`config.mk`:
```
export PLATFORM = sky130hd
export DESIGN_NAME = ps2_keyboard_rx_flat
export DESIGN_NICKNAME = d
export VERILOG_FILES = /design/src/rtl/ps2_pkg.sv /design/src/rtl/ps2_keyboard_rx_if.sv /design/src/rtl/ps2_line_filter.sv /design/src/rtl/ps2_keyboard_rx.sv /design/src/flat_wrapper.sv
export SDC_FILE = /design/constraint.sdc
export NUM_CORES = 1
export LEC_CHECK = 0
export CORE_ASPECT_RATIO = 0.5
export CORE_MARGIN = 8
export CORE_UTILIZATION = 35
export DETAILED_ROUTE_END_ITERATION = 8
export PLACE_DENSITY_LB_ADDON = 0.08
export SETUP_SLACK_MARGIN = 0.5
export SLEW_MARGIN = 40
export SYNTH_ARGS = -nofsm -noshare
export SYNTH_HDL_FRONTEND = slang
export SYNTH_SLANG_ARGS = --single-unit
```
`constraint.sdc`:
```
create_clock -name clk -period 5.57 [get_ports clk]
set_input_delay 1.671 -clock clk [delete_from_list [all_inputs] [get_ports clk]]
set_output_delay 1.671 -clock clk [all_outputs]
set_load 0.005 [all_outputs]
```
`src/rtl/ps2_pkg.sv`:
```
// rtl/ps2_pkg.sv - shared constants and FSM state type for the PS/2 keyboard receiver
//
// Purpose: prefix and arrow scan codes, frame length and receiver FSM states.
// Ports:   none (package).
package ps2_pkg;

  localparam logic [7:0] PS2_EXT   = 8'hE0;
  localparam logic [7:0] PS2_BRK   = 8'hF0;

  localparam logic [7:0] PS2_UP    = 8'h75;
  localparam logic [7:0] PS2_DOWN  = 8'h72;
  localparam logic [7:0] PS2_LEFT  = 8'h6B;
  localparam logic [7:0] PS2_RIGHT = 8'h74;

  // start + 8 data + parity + stop
  localparam int PS2_FRAME_BITS = 11;

  typedef enum logic [1:0] {
    IDLE  = 2'd0,
    SHIFT = 2'd1,
    CHECK = 2'd2
  } rx_state_e;

endpackage

```
`src/rtl/ps2_keyboard_rx_if.sv`:
```
// rtl/ps2_keyboard_rx_if.sv - pad lines and decoded key outputs of the PS/2 receiver
//
// Purpose: groups the raw PS/2 lines and the decoded scan/key outputs.
// Ports (signals):
//   ps2_clk, ps2_data       raw PS/2 lines from the pads (read only by the receiver)
//   scan_code[7:0]          last make/break code, prefixes stripped
//   scan_valid              one-cycle pulse when scan_code/extended/released update
//   extended, released      code was preceded by E0 / F0
//   frame_error             one-cycle pulse on a bad frame or a timeout
//   key_up/down/left/right  held state of the four extended arrow keys
// Modports: master = receiver side, slave = pad driver / key consumer side.
interface ps2_keyboard_rx_if;

  logic       ps2_clk;
  logic       ps2_data;
  logic [7:0] scan_code;
  logic       scan_valid;
  logic       extended;
  logic       released;
  logic       frame_error;
  logic       key_up;
  logic       key_down;
  logic       key_left;
  logic       key_right;

  modport master (
    input  ps2_clk, ps2_data,
    output scan_code, scan_valid, extended, released, frame_error,
    output key_up, key_down, key_left, key_right
  );

  modport slave (
    output ps2_clk, ps2_data,
    input  scan_code, scan_valid, extended, released, frame_error,
    input  key_up, key_down, key_left, key_right
  );

endinterface

```
`src/rtl/ps2_line_filter.sv`:
```
// rtl/ps2_line_filter.sv - synchronizer, glitch filter and falling-edge pulse for one PS/2 line
//
// Purpose: brings an asynchronous line into the clk domain, ignores level changes
//          shorter than FILTER_LEN cycles and pulses once per filtered 1->0 edge.
// Ports:
//   clk         system clock
//   reset       synchronous, active-high reset (filtered level returns to 1)
//   line_in     raw asynchronous line
//   fall_pulse  one-cycle pulse, high in the first cycle the filtered level is 0
module ps2_line_filter #(
  parameter int FILTER_LEN = 8
) (
  input  logic clk,
  input  logic reset,
  input  logic line_in,
  output logic fall_pulse
);

  localparam int CNT_W = (FILTER_LEN > 1) ? $clog2(FILTER_LEN) : 1;

  logic             sync1_q, sync1_d;
  logic             sync2_q, sync2_d;
  logic             filt_q,  filt_d;
  logic [CNT_W-1:0] cnt_q,   cnt_d;
  logic             fall_q,  fall_d;

  always_comb begin
    sync1_d = line_in;
    sync2_d = sync1_q;
    filt_d  = filt_q;
    cnt_d   = cnt_q;
    fall_d  = 1'b0;
    if (sync2_q == filt_q) begin
      cnt_d = '0;
    end else if (cnt_q == CNT_W'(FILTER_LEN - 1)) begin
      // FILTER_LEN-th consecutive cycle at the opposite level: accept it
      filt_d = sync2_q;
      cnt_d  = '0;
      fall_d = ~sync2_q;
    end else begin
      cnt_d = cnt_q + 1'b1;
    end
  end

  always_ff @(posedge clk) begin
    if (reset) begin
      sync1_q <= 1'b1;
      sync2_q <= 1'b1;
      filt_q  <= 1'b1;
      cnt_q   <= '0;
      fall_q  <= 1'b0;
    end else begin
      sync1_q <= sync1_d;
      sync2_q <= sync2_d;
      filt_q  <= filt_d;
      cnt_q   <= cnt_d;
      fall_q  <= fall_d;
    end
  end

  assign fall_pulse = fall_q;

endmodule

```
`src/rtl/ps2_keyboard_rx.sv`:
```
// rtl/ps2_keyboard_rx.sv - host-side PS/2 keyboard receiver with arrow-key held flags
//
// Purpose: deframes 11-bit PS/2 frames, strips E0/F0 prefixes and keeps held
//          flags for the four extended arrow keys.
// Ports:
//   clk    100 MHz system clock
//   reset  synchronous, active-high reset
//   bus    ps2_keyboard_rx_if.master: ps2_clk/ps2_data in; scan_code, scan_valid,
//          extended, released, frame_error, key_up/down/left/right out
module ps2_keyboard_rx
  import ps2_pkg::*;
#(
  parameter int FILTER_LEN     = 8,
  parameter int TIMEOUT_CYCLES = 100000
) (
  input logic               clk,
  input logic               reset,
  ps2_keyboard_rx_if.master bus
);

  localparam int TO_W = $clog2(TIMEOUT_CYCLES + 1);

  logic sample_en;

  ps2_line_filter #(.FILTER_LEN(FILTER_LEN)) u_clk_filter (
    .clk        (clk),
    .reset      (reset),
    .line_in    (bus.ps2_clk),
    .fall_pulse (sample_en)
  );

  rx_state_e   state_q,       state_d;
  logic        data_sync1_q,  data_sync1_d;
  logic        data_sync2_q,  data_sync2_d;
  logic [3:0]  bit_cnt_q,     bit_cnt_d;
  logic [9:0]  shift_q,       shift_d;
  logic [TO_W-1:0] timeout_q, timeout_d;
  logic        ext_pend_q,    ext_pend_d;
  logic        brk_pend_q,    brk_pend_d;
  logic [7:0]  scan_code_q,   scan_code_d;
  logic        scan_valid_q,  scan_valid_d;
  logic        extended_q,    extended_d;
  logic        released_q,    released_d;
  logic        frame_error_q, frame_error_d;
  logic        key_up_q,      key_up_d;
  logic        key_down_q,    key_down_d;
  logic        key_left_q,    key_left_d;
  logic        key_right_q,   key_right_d;

  // shift_q after 10 samples: [7:0] data, [8] odd parity, [9] stop
  logic [7:0] rx_byte;
  logic       frame_ok;
  assign rx_byte  = shift_q[7:0];
  assign frame_ok = shift_q[9] & (^shift_q[8:0]);

  always_comb begin
    state_d       = state_q;
    data_sync1_d  = bus.ps2_data;
    data_sync2_d  = data_sync1_q;
    bit_cnt_d     = bit_cnt_q;
    shift_d       = shift_q;
    timeout_d     = timeout_q;
    ext_pend_d    = ext_pend_q;
    brk_pend_d    = brk_pend_q;
    scan_code_d   = scan_code_q;
    scan_valid_d  = 1'b0;
    extended_d    = extended_q;
    released_d    = released_q;
    frame_error_d = 1'b0;
    key_up_d      = key_up_q;
    key_down_d    = key_down_q;
    key_left_d    = key_left_q;
    key_right_d   = key_right_q;

    case (state_q)
      IDLE: begin
        timeout_d = '0;
        bit_cnt_d = '0;
        if (sample_en) begin
          if (!data_sync2_q) begin
            state_d   = SHIFT;
            bit_cnt_d = 4'd1;
          end else begin
            frame_error_d = 1'b1;
          end
        end
      end

      SHIFT: begin
        if (sample_en) begin
          shift_d   = {data_sync2_q, shift_q[9:1]};
          timeout_d = '0;
          bit_cnt_d = bit_cnt_q + 4'd1;
          if (bit_cnt_q == 4'(PS2_FRAME_BITS - 1)) begin
            state_d = CHECK;
          end
        end else if (timeout_q == TO_W'(TIMEOUT_CYCLES - 1)) begin
          state_d       = IDLE;
          timeout_d     = '0;
          frame_error_d = 1'b1;
          ext_pend_d    = 1'b0;
          brk_pend_d    = 1'b0;
        end else begin
          timeout_d = timeout_q + 1'b1;
        end
      end

      CHECK: begin
        state_d   = IDLE;
        bit_cnt_d = '0;
        if (!frame_ok) begin
          frame_error_d = 1'b1;
          ext_pend_d    = 1'b0;
          brk_pend_d    = 1'b0;
        end else if (rx_byte == PS2_EXT) begin
          ext_pend_d = 1'b1;
        end else if (rx_byte == PS2_BRK) begin
          brk_pend_d = 1'b1;
        end else begin
          scan_code_d  = rx_byte;
          extended_d   = ext_pend_q;
          released_d   = brk_pend_q;
          scan_valid_d = 1'b1;
          ext_pend_d   = 1'b0;
          brk_pend_d   = 1'b0;
          // Only E0-prefixed arrow codes touch the held flags
          if (ext_pend_q) begin
            case (rx_byte)
              PS2_UP:    key_up_d    = ~brk_pend_q;
              PS2_DOWN:  key_down_d  = ~brk_pend_q;
              PS2_LEFT:  key_left_d  = ~brk_pend_q;
              PS2_RIGHT: key_right_d = ~brk_pend_q;
              default: ;
            endcase
          end
        end
      end

      default: state_d = IDLE;
    endcase
  end

  always_ff @(posedge clk) begin
    if (reset) begin
      state_q       <= IDLE;
      data_sync1_q  <= 1'b1;
      data_sync2_q  <= 1'b1;
      bit_cnt_q     <= '0;
      shift_q       <= '0;
      timeout_q     <= '0;
      ext_pend_q    <= 1'b0;
      brk_pend_q    <= 1'b0;
      scan_code_q   <= '0;
      scan_valid_q  <= 1'b0;
      extended_q    <= 1'b0;
      released_q    <= 1'b0;
      frame_error_q <= 1'b0;
      key_up_q      <= 1'b0;
      key_down_q    <= 1'b0;
      key_left_q    <= 1'b0;
      key_right_q   <= 1'b0;
    end else begin
      state_q       <= state_d;
      data_sync1_q  <= data_sync1_d;
      data_sync2_q  <= data_sync2_d;
      bit_cnt_q     <= bit_cnt_d;
      shift_q       <= shift_d;
      timeout_q     <= timeout_d;
      ext_pend_q    <= ext_pend_d;
      brk_pend_q    <= brk_pend_d;
      scan_code_q   <= scan_code_d;
      scan_valid_q  <= scan_valid_d;
      extended_q    <= extended_d;
      released_q    <= released_d;
      frame_error_q <= frame_error_d;
      key_up_q      <= key_up_d;
      key_down_q    <= key_down_d;
      key_left_q    <= key_left_d;
      key_right_q   <= key_right_d;
    end
  end

  assign bus.scan_code   = scan_code_q;
  assign bus.scan_valid  = scan_valid_q;
  assign bus.extended    = extended_q;
  assign bus.released    = released_q;
  assign bus.frame_error = frame_error_q;
  assign bus.key_up      = key_up_q;
  assign bus.key_down    = key_down_q;
  assign bus.key_left    = key_left_q;
  assign bus.key_right   = key_right_q;

endmodule
```
`src/flat_wrapper.sv`:
```
// flat-port wrapper written by rule: the top's interface ports become plain ports
module ps2_keyboard_rx_flat import ps2_pkg::*;
#(
  parameter int FILTER_LEN     = 8,
  parameter int TIMEOUT_CYCLES = 100000
)
  (clk, reset, bus_ps2_clk, bus_ps2_data, bus_scan_code, bus_scan_valid, bus_extended, bus_released, bus_frame_error, bus_key_up, bus_key_down, bus_key_left, bus_key_right);
  ps2_keyboard_rx_if bus_i ();
  input logic clk;
  input logic reset;
  input wire logic [$bits(bus_i.ps2_clk)-1:0] bus_ps2_clk;
  input wire logic [$bits(bus_i.ps2_data)-1:0] bus_ps2_data;
  output wire logic [$bits(bus_i.scan_code)-1:0] bus_scan_code;
  output wire logic [$bits(bus_i.scan_valid)-1:0] bus_scan_valid;
  output wire logic [$bits(bus_i.extended)-1:0] bus_extended;
  output wire logic [$bits(bus_i.released)-1:0] bus_released;
  output wire logic [$bits(bus_i.frame_error)-1:0] bus_frame_error;
  output wire logic [$bits(bus_i.key_up)-1:0] bus_key_up;
  output wire logic [$bits(bus_i.key_down)-1:0] bus_key_down;
  output wire logic [$bits(bus_i.key_left)-1:0] bus_key_left;
  output wire logic [$bits(bus_i.key_right)-1:0] bus_key_right;
  assign bus_i.ps2_clk = bus_ps2_clk;
  assign bus_i.ps2_data = bus_ps2_data;
  assign bus_scan_code = bus_i.scan_code;
  assign bus_scan_valid = bus_i.scan_valid;
  assign bus_extended = bus_i.extended;
  assign bus_released = bus_i.released;
  assign bus_frame_error = bus_i.frame_error;
  assign bus_key_up = bus_i.key_up;
  assign bus_key_down = bus_i.key_down;
  assign bus_key_left = bus_i.key_left;
  assign bus_key_right = bus_i.key_right;
  ps2_keyboard_rx #(.FILTER_LEN(FILTER_LEN), .TIMEOUT_CYCLES(TIMEOUT_CYCLES)) u_core (.clk(clk), .reset(reset), .bus(bus_i));
endmodule
```
; Word-level counts from Yosys, hierarchy flattened
; Index checks and enable logic that the tools add are counted.
[totals]
reg_bits = 60
in_bits = 4
out_inout_bits = 16
[op_classes]
bitwise_logic = 9
add_sub_neg = 3
n_reduce_logical = 19
n_eq_ne = 21
n_mux = 30
[op_table]
columns = op, n
row1 = $mux W17, 2
row2 = $pmux W17 S2, 1
row3 = $eq A8 B7 Y1 const B, 4
row4 = $reduce_and A6 Y1, 4
row5 = $add A17 B1 Y17 const B, 1
row6 = $eq A17 B17 Y1 const B, 1
row7 = $eq A8 B8 Y1 const B, 2
row8 = $reduce_and A4 Y1, 4
row9 = $mux W1, 15
row10 = $pmux W4 S3, 1
row11 = $mux W2, 5
row12 = $reduce_xor A9 Y1, 1
row13 = $mux W4, 2
row14 = $ne A2 B2 Y1 const B, 4
row15 = $not A1 Y1, 8
row16 = $ne A3 B2 Y1 const B, 2
row17 = $reduce_and A2 Y1, 3
row18 = $reduce_or A3 Y1, 2
row19 = $add A4 B1 Y4 const B, 1
row20 = $eq A4 B4 Y1 const B, 1
row21 = $ne A4 B4 Y1 const B, 1
row22 = $pmux W1 S2, 2
row23 = $pmux W2 S2, 1
row24 = $reduce_bool A2 Y1, 2
row25 = other kinds (12), 12

; Logic depth before layout (Yosys ltp)
; Gate-level depths: netlist (run 1).
[logic_depth]
word_depth = 5
depth_mapped = 8

; Cells and area by module
; Synthesis (run 1) repeated with hierarchy kept, for this count alone.
[hier_totals]
cells_unflattened = 315
hier_area_um2 = 2865.2
[modules_own_cells]
columns = module, seq_area_each_um2, instances, area_per_inst_um2, cells_each
row1 = ps2_keyboard_rx, 1061.0, 1, 2626.3, 297
row2 = ps2_line_filter, 140.1, 1, 239.0, 18

; Least setup slack after synthesis (run 1)
; No wires, ideal clock.
[synth_path]
path_type = in2reg
from = in reset
to = reg u_core.timeout_q[10]
path_stages = 5
path_slack_ns = 2.948
arrival_time_ns = 2.505
path_buffers = 2
setup_ns = 0.117
cell_sequence = clkbuf_1 -> clkinv_1 -> o21ai_1 -> buf_2 -> nor2_1
[synth_lines]
columns = item, line
row1 = "start, declared", flat_wrapper.sv:10  ; input logic reset;
row2 = "end signal, assigned", ps2_keyboard_rx.sv:168  ; timeout_q <= timeout_d;
row3 = "end, declared", ps2_keyboard_rx.sv:37  ; logic [TO_W-1:0] timeout_q, timeout_d;

==> results by group, run 1 <==
Outcome
  • Status: finished clean

Synthesis
  • Syn Area/Cell: between 8 and 9 um^2
  • Yosys top cell by area: dfxtp_1
  • Mapped Area: 2790 um^2
  • Post-Syn Nets: 337
  • Post-synthesis cell count: between 300 and 400
  • Fraction of synthesized cell area taken by the top area cell type: between 40% and 50%
  • Yosys warning count: 0
  • Number of flops mapped to enable cells by yosys: 0
  • Synth cell types: 46
  • Ys flop type: dfxtp_1
  • Leading post-synthesis cells by cell area: dfxtp_1 (43%), ha_1 (9.0%), nand2_1 (5.1%)
  • Post-synth ARST share: 0%
  • Sequential area share after synthesis: 43.0%
  • Yosys reg bits: 60

Global route
  • Total GRT Usage: roughly an eighth
  • Vias in the first global route: 2223
  • Remaining global-route overflow: 0
  • First-pass GRT wire length: roughly 11000 um
  • Initial antenna violation count: 0
  • Pin count of the biggest net entering global routing: 44

Clock tree
  • Worst skew pair latency: about 0.33 ns
  • H-tree depth: 3
  • PostCTS Resize Cnt: 0
  • CTS Sinks: 60
  • Inserted Clock Buffers: 9
  • Post-CTS Hold Buffers: 0
  • CTS tree: yes
  • Worst-path clk slew: 0.05 ns
  • Postcts setup bufs: 0
  • Root Buffer Master: clkbuf_16
  • Clock Tree Buf Depth: 2

Detailed routing
  • DR iter-0 viols: approximately 110
  • Top Layer Used: met4
  • Post-route ant nets: 0
  • Met3 WL post-DR: around 220 um
  • Final WL: ~6000 um
  • Drt via density: about 4.9
  • Routed len/inst: ~13 um
  • Met2 Wirelength: roughly 2700 um
  • DR DRC count: 0
  • Vias: 2222
  • Met1 WL: about 3100 um
  • 1st-pass router iterations: 4

Floorplan
  • Initial Util: ~35%
  • Die X: ~140 um
  • Die height: between 70 and 80 um
  • Std cell rows: 23
  • Die Area: approximately 11000 um^2
  • Core area: 7890 um^2
  • # IOs: 20

Power
  • Leakage: 0.00125 uW
  • Total internal power: 829 uW
  • Sw power: about 200 uW
  • Total power: roughly 1000 uW
  • Worst VDD drop: roughly 0.00015 V
  • Power Dens Cells: around 300 nW/um^2
  • Combinational power share: 1.2%
  • Net Sw Frac: a little under a fifth
  • Seq pwr share: a little over two fifths
  • Clock power frac: 56.7%

Setup path
  • CP endpoint kind: register
  • Slowest stage cell, crit path: clkdlybuf4s50_1
  • CP Buf/Inv Count: 3
  • CP Launch Type: input pin
  • Kind of critical path: in2reg
  • Crit path largest cell delay: approximately 0.45 ns
  • Reg-to-reg slack, setup: slightly above 3 ns
  • Reg2Reg Launch Point: u_core.shift_q[2]$_SDFFE_PP0P_
  • CP Max Fanout: 43
  • Top delay family on crit path: buffers and inverters
  • R2R cell count: 7
  • Required time of the critical path: 5.77 ns
  • Ordered cell list for the critical path: clkdlybuf4s50_1, buf_4, clkinv_1, o21ai_2, nor2_1
  • Critical R2R Capture: u_core.bus.key_left$_SDFFE_PP0P_
  • CP arrival: around 3.4 ns

Worst hold path
  • WHS Endpoint: u_core.data_sync2_q$_SDFF_PP1_
  • Hold depth: 1
  • Min-Delay Startpoint: u_core.data_sync1_q$_SDFF_PP1_
  • Hold WC Path Type: reg2reg

Placement
  • Placed cell count: about 440
  • Detailed placement HPWL: 4220 um
  • Final Wtd Congestion: around 0.76
  • Port bufs: 19

Final layout
  • Most frequent cells in the layout: dfxtp_1 (60), nand2_1 (38), nor2_1 (31), a21oi_1 (21), ha_1 (20)
  • Non-filler cells, final: ~450
  • Antenna cells: 0
  • Commonest non-fill, non-tap cell in the layout: dfxtp_1
  • Final net count: 359
  • Area growth, synth to finish: 22.8%
  • Post-layout util: 43.5%
  • Share of layout cells above drive strength 1: approximately 8%

Timing
  • Setup TNS: 0 ns
  • Max frequency: ~320 MHz
  • Slew margin rel.: about half
  • Hold Vio Cnt, Final: 0
  • Final max-slew violation count: 0
  • Final period util: between 50% and 60%
  • # setup viols final: 0
  • Skew final: 0.00503 ns
  • Minimum clock period: around 3.2 ns
  • Unrepaired setup endpoints after global routing: false
  • Worst slew pin tran: around 0.7 ns

Job
  • Max cap viols: 0
==> worst max-delay path by stage <==
| stage | from | endpoint | cells after the start |
|---|---|---|---|
| floorplan | reset | u_core.timeout_q[10]$_SDFFE_PP0P_ | 5 |
| global placement | reset | u_core.timeout_q[14]$_SDFFE_PP0P_ | 5 |
| detailed placement | reset | u_core.timeout_q[6]$_SDFFE_PP0P_ | 5 |
| CTS | reset | u_core.timeout_q[6]$_SDFFE_PP0P_ | 5 |
| global route | reset | u_core.timeout_q[9]$_SDFFE_PP0P_ | 5 |
| finish | reset | u_core.timeout_q[6]$_SDFFE_PP0P_ | 5 |
==> layer usage <==
metal | track usage, % | vias to the layer above
met2 | 18.2 | 17
li1 | - | 1146
met3 | 5.62 | 6
met5 | 0 | -
met4 | 5.05 | 0
met1 | 14.0 | 1053
==> cells in the mapped netlist, types with 2 or more instances <==
cell type,n
nand2b_1,2
clkbuf_1,8
nor2b_1,3
a21oi_1,21
mux2i_1,13
nor4_1,5
o21ai_1,2
o21ai_0,7
a211oi_1,3
buf_2,2
nand3b_1,5
a22oi_1,4
o22ai_1,2
dfxtp_1,60
inv_1,14
or2_2,4
nand4_1,8
xor2_1,9
nand2_1,38
and3_1,2
nand4bb_1,2
nor2_1,31
o2111ai_1,2
and2_1,3
xnor2_1,6
ha_1,20
nor3_1,6
nand3_1,10
or3_1,2
and4_1,2
o311ai_1,2
==> registers in the layout (all words and copies together), names as in the netlist, 2 cells and up <==
| register | cells |
|---|---|
| u_core.state_q | 2 |
| u_core.bit_cnt_q | 4 |
| u_core.shift_q | 10 |
| u_core.u_clk_filter.cnt_q | 3 |
| u_core.timeout_q | 17 |
| u_core.bus.scan_code | 8 |
==> cells by family (layout without fill, tap and decap cells) <==
group	Yosys count	count (layout)	synth area share (%)
AOI/OAI and AO/OA	49	49	10.6
muxes	13	13	4.66
buffers and inverters	25	52	3.45
DFF	60	60	43.0
adders and majority gates	20	20	8.96
and+or+nand+nor	130	130	23.8
xor gates and xnor gates	16	16	5.51
==> cell type report <==
cell class,instances,area [um^2]
inverters,15,56.3
repair buffers,21,205
clock inverters,3,42.5
clock buffers,13,280
fillers,809,4450
flip-flops and latches,60,1200
well taps,112,140
multi-input cells,228,1510
==> stage by stage <==
| stage | setup slack [ns] | instance area, um^2 | hold WS (ns) |
|---|---|---|---|
| 2_1_floorplan | 2.95 | 2790 | 0.389 |
| 3_3_place_gp | 1.85 | 3100 | 0.392 |
| 3_5_place_dp | 1.75 | 3100 | 0.396 |
| 4_1_cts | 2.11 | 3420 | 0.405 |
| 5_1_grt | 2.26 | 3430 | 0.418 |
| 6_report | 2.40 | 3430 | 0.399 |
==> worst register-to-register path: stages, from the launching register on <==
cell	delay, ns
dfxtp_1	0.39
inv_1	0.08
ha_1	0.32
xnor3_1	0.39
xnor2_1	0.24
o2111ai_2	0.34
or4_1	0.60
nand2_1	0.08
==> power by group through the flow <==
stage / registers [uW] / clock network, uW / logic [uW]
2_1_floorplan: 441 / 0 / 7.80
3_3_place_gp: 441 / 0 / 11.6
3_5_place_dp: 441 / 0 / 12.1
4_1_cts: 432 / 604 / 12.1
5_1_grt: 432 / 620 / 13.3
6_report: 432 / 582 / 11.9
Note: power is estimated with default switching activity, not from simulation.
==> inputs of run 2 (changes only) <==
Clock period 5.57 ns to 2.8 ns, I/O delays scaled along.
==> run 2 against run 1 <==
Critical path depth grew 3. Routed wire length up 2.5%. Cell count increased by 0.88%. Hold slack gained 0.0073 ns. Core utilization grew 0.43 points. Non-clock buffer count increased by 5. Power rose by 95%. Cell area is 0.98% higher. Flip-flop and latch count stayed put. First-iteration DRC count up 18%. Sequential share of layout area fell by 0.31 points.
==> results by group, run 2 (synthesis results as in run 1) <==
Outcome
  • Status: finished clean

Power
  • Power Dens Cells: between 500 and 600 nW/um^2
  • Total power: roughly 2000 uW
  • Clock power frac: between 50 and 60%
  • Worst VDD drop: approximately 0.00036 V
  • Leakage: about 0.0013 uW
  • Combinational power share: 1.2%
  • Seq pwr share: between 40 and 50%
  • Sw power: between 300 and 400 uW
  • Net Sw Frac: between 10% and 20%
  • Total internal power: about 1600 uW

Floorplan
  • Die X: roughly 140 um
  • # IOs: 20
  • Std cell rows: 23
  • Core area: approximately 7900 um^2
  • Initial Util: ~35%
  • Die Area: between 10000 and 15000 um^2
  • Die height: 79.2 um

Global route
  • Initial antenna violation count: 0
  • First-pass GRT wire length: 10400 um
  • Remaining global-route overflow: 0
  • Vias in the first global route: 2209
  • Pin count of the biggest net entering global routing: 33
  • Total GRT Usage: 11.7%

Detailed routing
  • Vias: 2258
  • Drt via density: 4.95
  • DR iter-0 viols: around 130
  • Post-route ant nets: 0
  • Final WL: between 6000 and 7000 um
  • 1st-pass router iterations: 4
  • Routed len/inst: 13.5 um
  • DR DRC count: 0

Setup path
  • CP endpoint kind: register
  • CP Max Fanout: 6
  • Required time of the critical path: around 3.0 ns
  • Reg-to-reg slack, setup: 0.60 ns
  • CP arrival: ~2.4 ns
  • Critical R2R Capture: u_core.bus.key_left$_SDFFE_PP0P_
  • Crit path largest cell delay: roughly 0.40 ns
  • Top delay family on crit path: XOR/XNOR gates
  • Ordered cell list for the critical path: inv_1, ha_1, xnor3_1, xnor2_2, o2111ai_1, buf_4, o311ai_1, nand2_1
  • Reg2Reg Launch Point: u_core.shift_q[7]$_SDFFE_PP0P_
  • R2R cell count: 8
  • Slowest stage cell, crit path: xnor3_1
  • CP Buf/Inv Count: 2
  • CP Launch Type: register
  • Kind of critical path: reg2reg

Clock tree
  • Inserted Clock Buffers: 9
  • CTS tree: yes
  • Post-CTS Hold Buffers: 0
  • CTS Sinks: 60
  • Worst-path clk slew: roughly 0.050 ns
  • Root Buffer Master: clkbuf_16
  • Clock Tree Buf Depth: 2
  • H-tree depth: 3
  • Worst skew pair latency: ~0.33 ns

Final layout
  • Register bank with the most flops: u_core.timeout_q
  • Seq. cell area: 1200 um^2
  • Post-layout util: 44.0%
  • Max reg flops: 17
  • Antenna cells: 0
  • Fillers: a little over 800
  • Final net count: between 300 and 400
  • Commonest non-fill, non-tap cell in the layout: dfxtp_1
  • Multi-input logic area: ~1500 um^2
  • Share of layout cells above drive strength 1: under 10%
  • Area growth, synth to finish: 24.0%
  • Most frequent cells in the layout: dfxtp_1 (59), nand2_1 (38), nor2_1 (31), a21oi_1 (21), ha_1 (20)

Worst hold path
  • Hold depth: 1
  • WHS Endpoint: u_core.u_clk_filter.sync2_q$_SDFF_PP1_
  • Hold WC Path Type: reg2reg
  • Min-Delay Startpoint: u_core.u_clk_filter.sync1_q$_SDFF_PP1_

Placement
  • Port bufs: 19
  • Detailed placement HPWL: between 4000 and 5000 um
  • Final Wtd Congestion: between 0.7 and 0.8

Timing
  • Minimum clock period: between 2 and 2.5 ns
  • Unrepaired setup endpoints after global routing: true
  • Hold Vio Cnt, Final: 0
  • Final max-slew violation count: 0
  • Slew margin rel.: between 60% and 70%
  • Setup TNS: 0 ns
  • Worst slew pin tran: 0.506 ns
  • Final period util: around four fifths
  • Max frequency: 454 MHz
  • Hold_ws: 0.407 ns
  • # setup viols final: 0
  • Skew final: roughly 0.003 ns

Job
  • Max cap viols: 0
## run 2: layout make-up
class / instances / share of cell area (%)
Tap cell: 112 / 4.04
Clock buffer: 14 / 7.91
Multi-Input combinational cell: 228 / 43.9
Clock inverter: 1 / 0.866
Timing Repair Buffer: 26 / 7.00
Sequential cell: 60 / 34.7
Inverter: 15 / 1.62
## run 2: power groups by stage
| stage | Sequential (uW) | Clock, uW | Combinational (uW) |
|---|---|---|---|
| after global routing | 859 | 1190 | 27.0 |
| after floorplan | 877 | 0 | 15.5 |
| after global placement | 877 | 0 | 24.3 |
| final | 860 | 1120 | 24.6 |
| after CTS | 860 | 1150 | 25.1 |
| after detailed placement | 878 | 0 | 25.0 |
## run 2: worst max-delay path by stage
stage	from	to	slack, ns	cells after the start
final	u_core.shift_q[7]$_SDFFE_PP0P_	u_core.bus.key_left$_SDFFE_PP0P_	0.60	8
after global routing	u_core.shift_q[7]$_SDFFE_PP0P_	u_core.bus.key_left$_SDFFE_PP0P_	0.47	8
after CTS	u_core.shift_q[7]$_SDFFE_PP0P_	u_core.bus.key_left$_SDFFE_PP0P_	0.55	8
after detailed placement	u_core.shift_q[2]$_SDFFE_PP0P_	u_core.bus.key_left$_SDFFE_PP0P_	0.50	8
after global placement	u_core.shift_q[2]$_SDFFE_PP0P_	u_core.bus.key_left$_SDFFE_PP0P_	0.59	8
after floorplan	u_core.shift_q[2]$_SDFFE_PP0P_	u_core.bus.key_left$_SDFFE_PP0P_	0.66	7
## run 2: repair_timing
item | CTS | global route
setup buffers | 0 | 0
pin swaps | 1 | 0
setup endpoints to repair | 1 | 16
gates resized for setup | 1 | 3
## run 2: per-layer routing
layer  global-route usage, %  vias up  part of all wire [%]
li1                        -     1146                     -
met5                       0        -                     0
met2                    18.5       37                    45
met1                    13.2     1069                    47
met4                    3.68        0                  0.89
met3                    6.82        6                   6.8
## run 2: stage by stage
stage,instances,worst slack (ns),instance area [um^2]
2_1_floorplan,313,0.661,2790
3_3_place_gp,441,0.591,3140
3_5_place_dp,441,0.495,3140
4_1_cts,456,0.549,3450
5_1_grt,456,0.473,3470
6_report,456,0.599,3470
